File: config.mk
export PLATFORM = sky130hd
export DESIGN_NAME = booth_acc
export DESIGN_NICKNAME = d
export VERILOG_FILES = /design/src/rtl/booth_acc.sv
export SDC_FILE = /design/constraint.sdc
export NUM_CORES = 1
export LEC_CHECK = 0
export CORE_ASPECT_RATIO = 0.75
export CORE_MARGIN = 4
export CORE_UTILIZATION = 40
export DETAILED_ROUTE_END_ITERATION = 10
export GPL_TIMING_DRIVEN = 0
export PLACE_DENSITY = 0.64
export SYNTH_ARGS = -nofsm -noshare
export SYNTH_HDL_FRONTEND = slang
export SYNTH_SLANG_ARGS = --single-unit
File: constraint.sdc
create_clock -name clk -period 3.1 [get_ports clk]
set_input_delay 0.62 -clock clk [delete_from_list [all_inputs] [get_ports clk]]
set_output_delay 0.62 -clock clk [all_outputs]
set_load 0.005 [all_outputs]
File: src/rtl/booth_acc.sv
// ---------------------------------------------------------------------------
// booth_acc
//   MAC back-end for the boothmul datapath. Accepts N signed products over a
//   valid/ready handshake, sums them into a wider signed accumulator, and
//   presents the completed sum on a second valid/ready handshake before
//   restarting.
//
// Handshakes (both sides): a transfer happens on a rising clk edge where
//   valid & ready are both 1. A producer holds valid and data until that
//   edge. p_ready depends only on state and clr, never on p_valid.
//   acc_valid, once raised, stays high with acc stable until acc_ready.
//
// Configuration macro:
//   BOOTH_ACC_SAT_EN  defined   -> acc saturates on overflow
//                     undefined -> acc wraps modulo 2^AW
//   ovf is set identically in both builds.
//
// Parameters:
//   PW  product width (signed), AW accumulator width (AW >= PW), N >= 1.
//
// Ports:
//   clk        rising-edge clock
//   rst        asynchronous active-high reset
//   clr        synchronous clear, highest priority after rst
//   p_valid    product valid
//   p_ready    accumulator can accept a product (combinational)
//   p          signed product
//   acc_valid  acc holds a completed N-term sum
//   acc_ready  consumer accepts acc
//   acc        signed accumulated sum
//   ovf        sticky overflow flag for the current sum
//   cnt        products accepted into the current sum
//   dbg_state  FSM state (0 = ACCUM, 1 = HOLD)
// ---------------------------------------------------------------------------
module booth_acc #(
    parameter int PW = 16,
    parameter int AW = 24,
    parameter int N  = 4
) (
    input  logic                   clk,
    input  logic                   rst,
    input  logic                   clr,
    input  logic                   p_valid,
    output logic                   p_ready,
    input  logic [PW-1:0]          p,
    output logic                   acc_valid,
    input  logic                   acc_ready,
    output logic [AW-1:0]          acc,
    output logic                   ovf,
    output logic [$clog2(N+1)-1:0] cnt,
    output logic                   dbg_state
);

    localparam int CW = $clog2(N+1);

    typedef enum logic {
        ACCUM = 1'b0,
        HOLD  = 1'b1
    } state_t;

    state_t state_q;
    state_t state_d;

    logic          take;
    logic          restart;
    logic [CW-1:0] cnt_inc;
    logic [AW:0]   p_ext;
    logic [AW:0]   sum;
    logic          ovf_now;
    logic [AW-1:0] acc_add;

    // -----------------------------------------------------------------------
    // Add arithmetic: one guard bit so overflow shows as top-two-bit mismatch
    // -----------------------------------------------------------------------
    assign take    = p_valid & p_ready;
    assign restart = (state_q == HOLD) & acc_ready;
    assign cnt_inc = cnt + CW'(1);
    assign p_ext   = {{(AW+1-PW){p[PW-1]}}, p};
    assign sum     = {acc[AW-1], acc} + p_ext;
    assign ovf_now = sum[AW] ^ sum[AW-1];

`ifdef BOOTH_ACC_SAT_EN
    localparam logic [AW-1:0] ACC_MAX = {1'b0, {(AW-1){1'b1}}};
    localparam logic [AW-1:0] ACC_MIN = {1'b1, {(AW-1){1'b0}}};

    // The guard bit carries the true sign of the overflowed sum.
    always_comb begin
        acc_add = sum[AW-1:0];
        if (ovf_now) begin
            acc_add = sum[AW] ? ACC_MIN : ACC_MAX;
        end
    end
`else
    always_comb begin
        acc_add = sum[AW-1:0];
    end
`endif

    // -----------------------------------------------------------------------
    // FSM: state register
    // -----------------------------------------------------------------------
    always_ff @(posedge clk or posedge rst) begin
        if (rst) begin
            state_q <= ACCUM;
        end else begin
            state_q <= state_d;
        end
    end

    // -----------------------------------------------------------------------
    // FSM: next state
    // -----------------------------------------------------------------------
    always_comb begin
        state_d = state_q;
        if (clr) begin
            state_d = ACCUM;
        end else begin
            case (state_q)
                ACCUM: if (take && (cnt_inc == CW'(N))) state_d = HOLD;
                HOLD:  if (acc_ready)                   state_d = ACCUM;
                default:                                state_d = ACCUM;
            endcase
        end
    end

    // -----------------------------------------------------------------------
    // FSM: outputs. acc_valid is the state flop itself, so it is registered.
    // -----------------------------------------------------------------------
    always_comb begin
        p_ready   = (state_q == ACCUM) & ~clr;
        acc_valid = (state_q == HOLD);
        dbg_state = state_q;
    end

    // -----------------------------------------------------------------------
    // Datapath registers
    // -----------------------------------------------------------------------
    always_ff @(posedge clk or posedge rst) begin
        if (rst) begin
            acc <= '0;
            cnt <= '0;
            ovf <= 1'b0;
        end else if (clr || restart) begin
            acc <= '0;
            cnt <= '0;
            ovf <= 1'b0;
        end else if (take) begin
            acc <= acc_add;
            cnt <= cnt_inc;
            if (ovf_now) begin
                ovf <= 1'b1;
            end
        end
    end

endmodule

==> flow_summary.toml, run 1 <==
[power]
p_leak_nw = 1.44
intPower_mw = 1.05
pwr-share-comb_pct = 46.3
clock_power_share_pct = 24.8
switching_power_mw = 0.604
powerDensity_nw_per_um2 = 529
switching_share_pct = 36.6
seq_power_share_pct = 28.9
peakVddDrop_uv = 239

[cts]
cts_tree = "yes"
cts_root_buf = "clkbuf_8"
htree_levels = 2
path_clk_slew_ns = 0.07
cts_hold_buffers = 0
clk_latency_ns = 0.28
clockBufferDepth = 2
cts.sink_count = 29
numCtsBuffers = 5

[floorplan]
fp.dieArea_um2 = 7300
ios = 52
die_h_um = 75.0
num_rows = 24
initial_core_util_pct = 41.3
die_w_um = 97.3
core_area_um2 = 5800

[place]
gp_congestion = 0.901
dp_cells = 400
port-buffer-count = 51
hpwl_um = 4500

[synth]
synth_edf_count = 0
synth_seq_cells = 29
avgSynthCellArea_um2 = 8.84
ys_seq_area_share_pct = 30.3
ys_dominant_reg_cell = "dfrtp_1"
yosysUniqueCellTypes = 45
synthCells = 271
ys_warn_count = 0
async_flop_share_pct = 100
synth.net_count = 319
syn_area_um2 = 2390

[grt]
antenna_found_initial = 0
grt_pass1_vias = 1991
grt.total_usage_pct = 16.3
grt_start_max_net_pins = 30
grt_pass1_wl_um = 9630
overflow = 0

[route]
drtAntennaViolNets = 0
wl_per_cell_um = 14.4
drc = 0
via_count = 2189
firstDrtPassIters = 4
routed_wl_um = 5880
drt_iter0_drc = 84
viasPerCell = 5.37

[cells_and_area]
fin_nets = 377
nFillCells = 543
final_cell_mix = "51 x clkdlybuf4s50_1, 37 x nand2_1, 29 x dfrtp_1, 28 x o21ai_0, 26 x ha_1"
final_cells = 408
area_growth_pct = 30.6
antenna_cells = 0
final_common_cell = "clkdlybuf4s50_1"
final-seq-area_um2 = 726
multi_input_area_um2 = 1580
drive_above_1_share_pct = 7.88

[sta]
setup_violations = 0
relSlewSlack_pct = 25.0
hold_viol = 0
rsz0062_at_grt = "no"
tightest_slew_ns = 1.12
skew_ns = 0.00489
min_period_ns = 2.93
finalCritPeriodShare_pct = 94.4
setup_tns_ns = 0
maxSlewViolCount = 0
max_freq_mhz = 342

[worst_setup_path]
required_ns = 3.25
critPathMaxFanout = 3
worst_ep_arrival_time_ns = 3.08
critPathCaptureType = "register"
crit_type = "primary input to register"
startpoint_type = "primary input"

[worst_hold_path]
worstHoldPathType = "register to register"

[status]
status = "completed"

[flow_run]
maxCapViolCount = 0
state kept, by name, indices dropped and copies added (netlist names):
signal     flops
ovf            1
acc           24
acc_valid      1
cnt            3
synthesized netlist by cell type, types with 3 or more instances:
cell | n | area share (%)
o21a_1 | 3 | 0.94
ha_1 | 26 | 14
and3_1 | 3 | 0.78
dfrtp_1 | 29 | 30
a21o_1 | 18 | 5.6
clkbuf_1 | 8 | 1.3
o211ai_1 | 3 | 0.94
xor2_1 | 13 | 4.8
nand3_1 | 4 | 0.84
nor2b_1 | 5 | 1.3
o21ai_0 | 28 | 5.9
a31oi_1 | 3 | 0.78
xnor2_1 | 10 | 3.7
buf_4 | 5 | 1.6
o21ai_1 | 7 | 1.5
nor2_1 | 7 | 1.1
nand2_1 | 37 | 5.8
inv_1 | 5 | 0.78
a22o_1 | 3 | 1.1
a21oi_1 | 23 | 4.8
routing by layer:
| layer | track usage [%] | part of all wire, % |
|---|---|---|
| met2 | 25.5 | 42 |
| met1 | 23.4 | 52 |
| met4 | 3.23 | 0.66 |
| met5 | 0 | 0 |
| met3 | 3.70 | 5.1 |
logic make-up (layout without fill, tap and decap cells):
family | after synthesis | after routing | synth area share, %
flops | 29 | 29 | 30.3
fa+ha+maj | 27 | 27 | 14.4
simple gates | 63 | 63 | 12.1
compound gates | 109 | 109 | 30.8
xor+xnor | 23 | 23 | 8.41
buf+inv | 20 | 79 | 4.02
critical path: stages:
cell and delay, ns:
clkdlybuf4s50_1 0.40, ha_1 0.24, fa_1 0.45, a211oi_1 0.30, o21ai_2 0.15, a41o_1 0.26
a21oi_2 0.24, o31a_1 0.18, xor2_1 0.15, o21ai_1 0.08
per-stage QoR:
step           util (%)  hold WS [ns]  worst slack [ns]  power, mW  cell area [um^2]
2_1_floorplan         -         0.479             0.522      0.987              2390
3_3_place_gp       51.8         0.496            -0.241       1.24              3000
3_5_place_dp       51.8         0.505            -0.188       1.24              3000
4_1_cts            53.8         0.522            0.0603       1.66              3120
5_1_grt            54.0         0.544           0.00874       1.77              3130
6_report           54.0         0.514             0.175       1.65              3130
worst paths after layout:
kind	from	cells past startpoint	slack [ns]	endpoint
max in group asynchronous	rst	2	1.50	acc[4]
hold / removal	ovf	2	0.51	ovf
min in group asynchronous	rst	2	0.93	acc[21]
setup reg to reg	acc[0]	9	0.52	acc[18]
hold reg to reg	ovf	2	0.51	ovf
setup / recovery	p[0]	10	0.17	acc[18]
power by group through the flow:
stage | clock network (mW) | logic, mW | registers, mW
6_report | 0.409 | 0.766 | 0.478
4_1_cts | 0.417 | 0.761 | 0.479
3_3_place_gp | 0 | 0.749 | 0.486
2_1_floorplan | 0 | 0.503 | 0.485
3_5_place_dp | 0 | 0.754 | 0.487
5_1_grt | 0.440 | 0.841 | 0.488
layout make-up:
class	instances	area share, %
Tap cell	78	3.12
Clock inverter	3	1.48
Buffer	15	2.48
Clock buffer	5	2.20
Inverter	5	0.600
Sequential cell	29	23.2
Multi-Input combinational cell	222	50.6
Timing Repair Buffer	51	16.3
repair_timing:
item,CTS,global route
endpoints found under the setup margin,0,2
buffers inserted,0,0
gates resized for setup,0,1
Note: power is estimated with default switching activity, not from simulation.
==> run 2, diff against run 1 <==
--- a/config.mk
+++ b/config.mk
@@ -5,12 +5,14 @@
 export SDC_FILE = /design/constraint.sdc
 export NUM_CORES = 1
 export LEC_CHECK = 0
+export ABC_AREA = 1
 export CORE_ASPECT_RATIO = 0.75
 export CORE_MARGIN = 4
 export CORE_UTILIZATION = 40
 export DETAILED_ROUTE_END_ITERATION = 10
 export GPL_TIMING_DRIVEN = 0
-export PLACE_DENSITY = 0.64
+export PLACE_DENSITY = 0.63
+export REMOVE_ABC_BUFFERS = 1
 export SYNTH_ARGS = -nofsm -noshare
 export SYNTH_HDL_FRONTEND = slang
 export SYNTH_SLANG_ARGS = --single-unit
==> flow_summary.toml, run 2 <==
[status]
status = "completed"

[cts]
clk_latency_ns = 0.29
numCtsBuffers = 5
clockBufferDepth = 2
cts_resized = 0
cts_setup_buffers = 0
cts.sink_count = 29
htree_levels = 2
cts_hold_buffers = 0
path_clk_slew_ns = 0.07
cts_root_buf = "clkbuf_8"
cts_tree = "yes"

[worst_setup_path]
critPathMaxFanout = 9
startpoint_type = "primary input"
worst_ep_arrival_time_ns = 2.83
critPathCaptureType = "register"
crit_type = "primary input to register"
cp_common_cell = "nand3_1"
critPathBufInv = 2
cp.depth = 11
cpPeakStageDelay_ns = 0.62
crit_slowest_cell = "clkdlybuf4s50_1"
worstPathCellList = "clkdlybuf4s50_1 -> ha_1 -> nand2_1 -> inv_2 -> nand3_1 -> nor3_2 -> nand3_1 -> nand3_1 -> nand2_1 -> nand3_1 -> nand2_1"
crit_family = "simple AND/OR/NAND/NOR gates"
required_ns = 3.28
reg2reg_depth = 6

[cells_and_area]
regMostFlops = "acc"
reg_top3 = "acc x24, cnt x3"
fin_nets = 501
area_growth_pct = 25.5
final_common_cell = "nand2_1"
final_cell_mix = "137 x nand2_1, 51 x clkdlybuf4s50_1, 45 x inv_1, 34 x nor2_1, 29 x dfrtp_1"
drive_above_1_share_pct = 7.93
largest_reg_flops = 24
final_cells = 535
antenna_cells = 0

[floorplan]
initial_core_util_pct = 41.7
num_rows = 25
fp.dieArea_um2 = 7990
die_h_um = 78.4
die_w_um = 102
ios = 52
core_area_um2 = 6350

[route]
wl_per_cell_um = 13.5
viasPerCell = 4.94
drt_iter0_drc = 126
via_count = 2641
routed_wl_um = 7210
firstDrtPassIters = 4
drc = 0
drtAntennaViolNets = 0

[synth]
synth_area_leaders = "dfrtp_1 27%, nand2_1 19%, ha_1 12%, inv_1 6.4%, a21oi_1 5.3%"
synthCells = 399
synth_seq_cells = 29
yosys-top-cells-count = "137 x nand2_1, 45 x inv_1, 34 x nor2_1"
syn_area_um2 = 2650
synth_top_area_share_pct = 27.4
synth.most_common_cell = "nand2_1"
async_flop_share_pct = 100
ys_seq_area_share_pct = 27.4
synth_area_leader_cell = "dfrtp_1"
avgSynthCellArea_um2 = 6.63
ys_dominant_reg_cell = "dfrtp_1"
yosysUniqueCellTypes = 34
ys_warn_count = 0
synth_edf_count = 0

[grt]
grt_start_max_net_pins = 30
grt.total_usage_pct = 19.2
overflow = 0
grt_pass1_vias = 2494
grt_pass1_wl_um = 12100
antenna_found_initial = 0

[worst_hold_path]
worstHoldPathType = "register to register"
hold_path_depth = 2

[sta]
finalCritPeriodShare_pct = 85.6
maxSlewViolCount = 0
min_period_ns = 2.65
max_freq_mhz = 377
tightest_slew_ns = 0.718
skew_ns = 0.0143
relSlewSlack_pct = 52.1
setup_violations = 0
hold_viol = 0
rsz0062_at_grt = "no"
setup_tns_ns = 0
whs_ns = 0.516

[power]
powerDensity_nw_per_um2 = 511
peakVddDrop_uv = 314
p_leak_nw = 1.68
total_power_mw = 1.70

[place]
port-buffer-count = 51
hpwl_um = 5650
gp_congestion = 0.892
dp_cells = 526

[flow_run]
maxCapViolCount = 0
-- run 2: cell types whose count changed after synthesis, moves of 17 or more --
cell	previous run	this run
nor2_1	7	34
inv_1	5	45
nand3_1	4	21
o21ai_0	28	11
nand2_1	37	137
a21o_1	18	0
-- run 2: path summary, 6_finish.rpt --
path,start,to,slack (ns)
worst max-delay path,p[15],acc[22],0.45
max in group asynchronous,rst,acc[18],1.80
min in group asynchronous,rst,cnt[0],0.74
worst min register to register,acc[22],acc[22],0.52
worst max register to register,acc_valid,acc[10],0.94
worst min-delay path,acc[22],acc[22],0.52
-- run 2: cells by family after synthesis --
group                    count (synthesis)  synth area share, %
AND/OR/NAND/NOR                        219                 35.8
adder cells (fa/ha/maj)                 27                 13.0
AO/OA/AOI/OAI                           65                 13.8
flip-flops                              29                 27.4
buffers and inverters                   54                 8.27
XOR/XNOR                                 5                 1.65
-- run 2: area by class of cell --
cell class | instances | area [um^2]
Tap cell | 81 | 101
Clock buffer | 6 | 72.6
Clock inverter | 2 | 10.0
Fill cell | 682 | 3030
Timing Repair Buffer | 52 | 526
Sequential cell | 29 | 726
Multi-Input combinational cell | 316 | 1700
Inverter | 49 | 184
-- run 2: metal layers --
metal  wire length (um)  vias up  track usage (%)  part of all wire [%]
li1                   -     1400                -                     -
met4                 40        0             2.75                  0.55
met3                377        6             4.26                   5.2
met5                  0        -                0                     0
met2               2830       54             27.5                    39
met1               3970     1181             29.5                    55
-- run 2: report_power, final --
group | switching (mW) | internal [mW]
registers | 0.0556 | 0.442
logic | 0.503 | 0.381
clock network | 0.161 | 0.156
total | 0.719 | 0.978
-- run 2: tightest hold or removal path, delay by kind of cell (launching register included) --
kind             cells  cell delay (ns)
DFF                  1             0.37
and+or+nand+nor      2             0.12
-- run 2: through the flow --
stage / cell area (um^2) / util, % / setup WS (ns)
floorplan: 2610 / - / 1.01
global placement: 3220 / 50.8 / 0.176
detailed placement: 3220 / 50.8 / 0.183
CTS: 3310 / 52.1 / 0.479
global route: 3320 / 52.3 / 0.279
finish: 3320 / 52.3 / 0.447
==> run 3, diff against run 2 <==
--- a/config.mk
+++ b/config.mk
@@ -13,6 +13,7 @@
 export GPL_TIMING_DRIVEN = 0
 export PLACE_DENSITY = 0.63
 export REMOVE_ABC_BUFFERS = 1
+export SLEW_MARGIN = 20
 export SYNTH_ARGS = -nofsm -noshare
 export SYNTH_HDL_FRONTEND = slang
 export SYNTH_SLANG_ARGS = --single-unit
==> flow_summary.toml, run 3 (same netlist as run 2, synthesis figures left out) <==
[place]
gp_congestion = 0.892
dp_cells = 526
dp_slack_ns = 0.183
port-buffer-count = 51
hpwl_um = 5650

[worst_setup_path]
critPathMaxFanout = 9
worstReg2RegStart = "acc_valid"
worst_ep_arrival_time_ns = 2.80
startpoint = "p[15]"
critPathCaptureType = "register"
startpoint_type = "primary input"
crit_type = "primary input to register"
required_ns = 3.28

[flow_run]
maxCapViolCount = 0

[route]
via_count = 2625
drtAntennaViolNets = 0
viasPerCell = 4.92
wl_per_cell_um = 13.5
routed_wl_um = 7230
drt_iter0_drc = 155
drc = 0
firstDrtPassIters = 4

[cells_and_area]
final_cell_mix = "137 x nand2_1, 51 x clkdlybuf4s50_1, 44 x inv_1, 34 x nor2_1, 29 x dfrtp_1"
reg_top3 = "acc x24, cnt x3"
fin_nets = 500
largest_reg_flops = 24
drive_above_1_share_pct = 7.95
regMostFlops = "acc"
area_growth_pct = 24.9
final_cells = 534
final_common_cell = "nand2_1"
nFillCells = 684
antenna_cells = 0

[cts]
cts_hold_buffers = 0
numCtsBuffers = 5
htree_levels = 2
cts_resized = 0
clk_latency_ns = 0.29
cts_root_buf = "clkbuf_8"
path_clk_slew_ns = 0.07
cts.sink_count = 29
cts_setup_buffers = 0
cts_tree = "yes"
clockBufferDepth = 2

[power]
peakVddDrop_uv = 314
powerDensity_nw_per_um2 = 513
p_leak_nw = 1.67
total_power_mw = 1.69

[grt]
grt_pass1_vias = 2494
antenna_found_initial = 0
grt_start_max_net_pins = 30
grt.total_usage_pct = 19.2
overflow = 0
grt_pass1_wl_um = 12100

[floorplan]
die_w_um = 102
initial_core_util_pct = 41.7
core_area_um2 = 6350
die_h_um = 78.4
fp.dieArea_um2 = 7990
ios = 52
num_rows = 25

[sta]
hold_viol = 0
maxSlewViolCount = 0
setup_violations = 0
setup_tns_ns = 0
skew_ns = 0.0149
min_period_ns = 2.63
finalCritPeriodShare_pct = 84.7
max_freq_mhz = 381
tightest_slew_ns = 0.703
relSlewSlack_pct = 53.1
layout_setup_ws_ns = 0.475
rsz0062_at_grt = "no"

[status]
status = "completed"

[worst_hold_path]
hp-start = "acc[22]"
worstHoldPathType = "register to register"
-- run 3: changes by cell type in the layout (fill, tap and decap cells not counted), sizes merged --
cell / previous run / this run
buf: 1 / 0
-- run 3: layout make-up --
class	instances	area (um^2)	area share (%)
Multi-Input combinational cell	316	1700	51.5
Sequential cell	29	726	22.0
Timing Repair Buffer	51	510	15.4
Clock buffer	6	72.6	2.20
Inverter	49	184	5.56
Tap cell	81	101	3.07
Clock inverter	2	10.0	0.303
-- run 3: path summary, 6_finish.rpt --
path / endpoint / cells after the start / slack [ns]
min: acc[22] / 2 / 0.52
max: acc[22] / 11 / 0.47
min in group asynchronous: cnt[0] / 2 / 0.74
min reg2reg: acc[22] / 2 / 0.52
max reg2reg: acc[10] / 6 / 0.94
max in group asynchronous: acc[18] / 2 / 1.92
-- run 3: metrics by stage --
step,utilization [%],instance area (um^2),hold WS [ns]
final,52.1,3310,0.516
after global routing,52.1,3310,0.530
after floorplan,-,2610,0.498
after global placement,50.8,3220,0.491
after detailed placement,50.8,3220,0.505
after CTS,52.1,3310,0.521
-- run 3: worst max-delay path, cell delays in order --
cell and delay (ns):
clkdlybuf4s50_1 0.62, ha_1 0.50, nand2_1 0.14, inv_2 0.08
nand3_1 0.14, nor3_2 0.21, nand3_1 0.19, nand3_1 0.11
nand2_1 0.05, nand3_1 0.07, nand2_1 0.06
-- run 3: routing by layer --
layer / GRT usage, % / part of all wire, % / vias to the layer above / wire length (um)
li1: - / - / 1398 / -
met1: 29.5 / 53 / 1160 / 3820
met2: 27.5 / 39 / 63 / 2850
met3: 4.26 / 7.3 / 4 / 525
met4: 2.75 / 0.46 / 0 / 33
met5: 0 / 0 / - / 0
-- run 3: power by group --
group,total (mW),internal (mW),switching (mW)
combinational,0.879,0.379,0.500
clock,0.319,0.156,0.163
sequential,0.497,0.442,0.0552
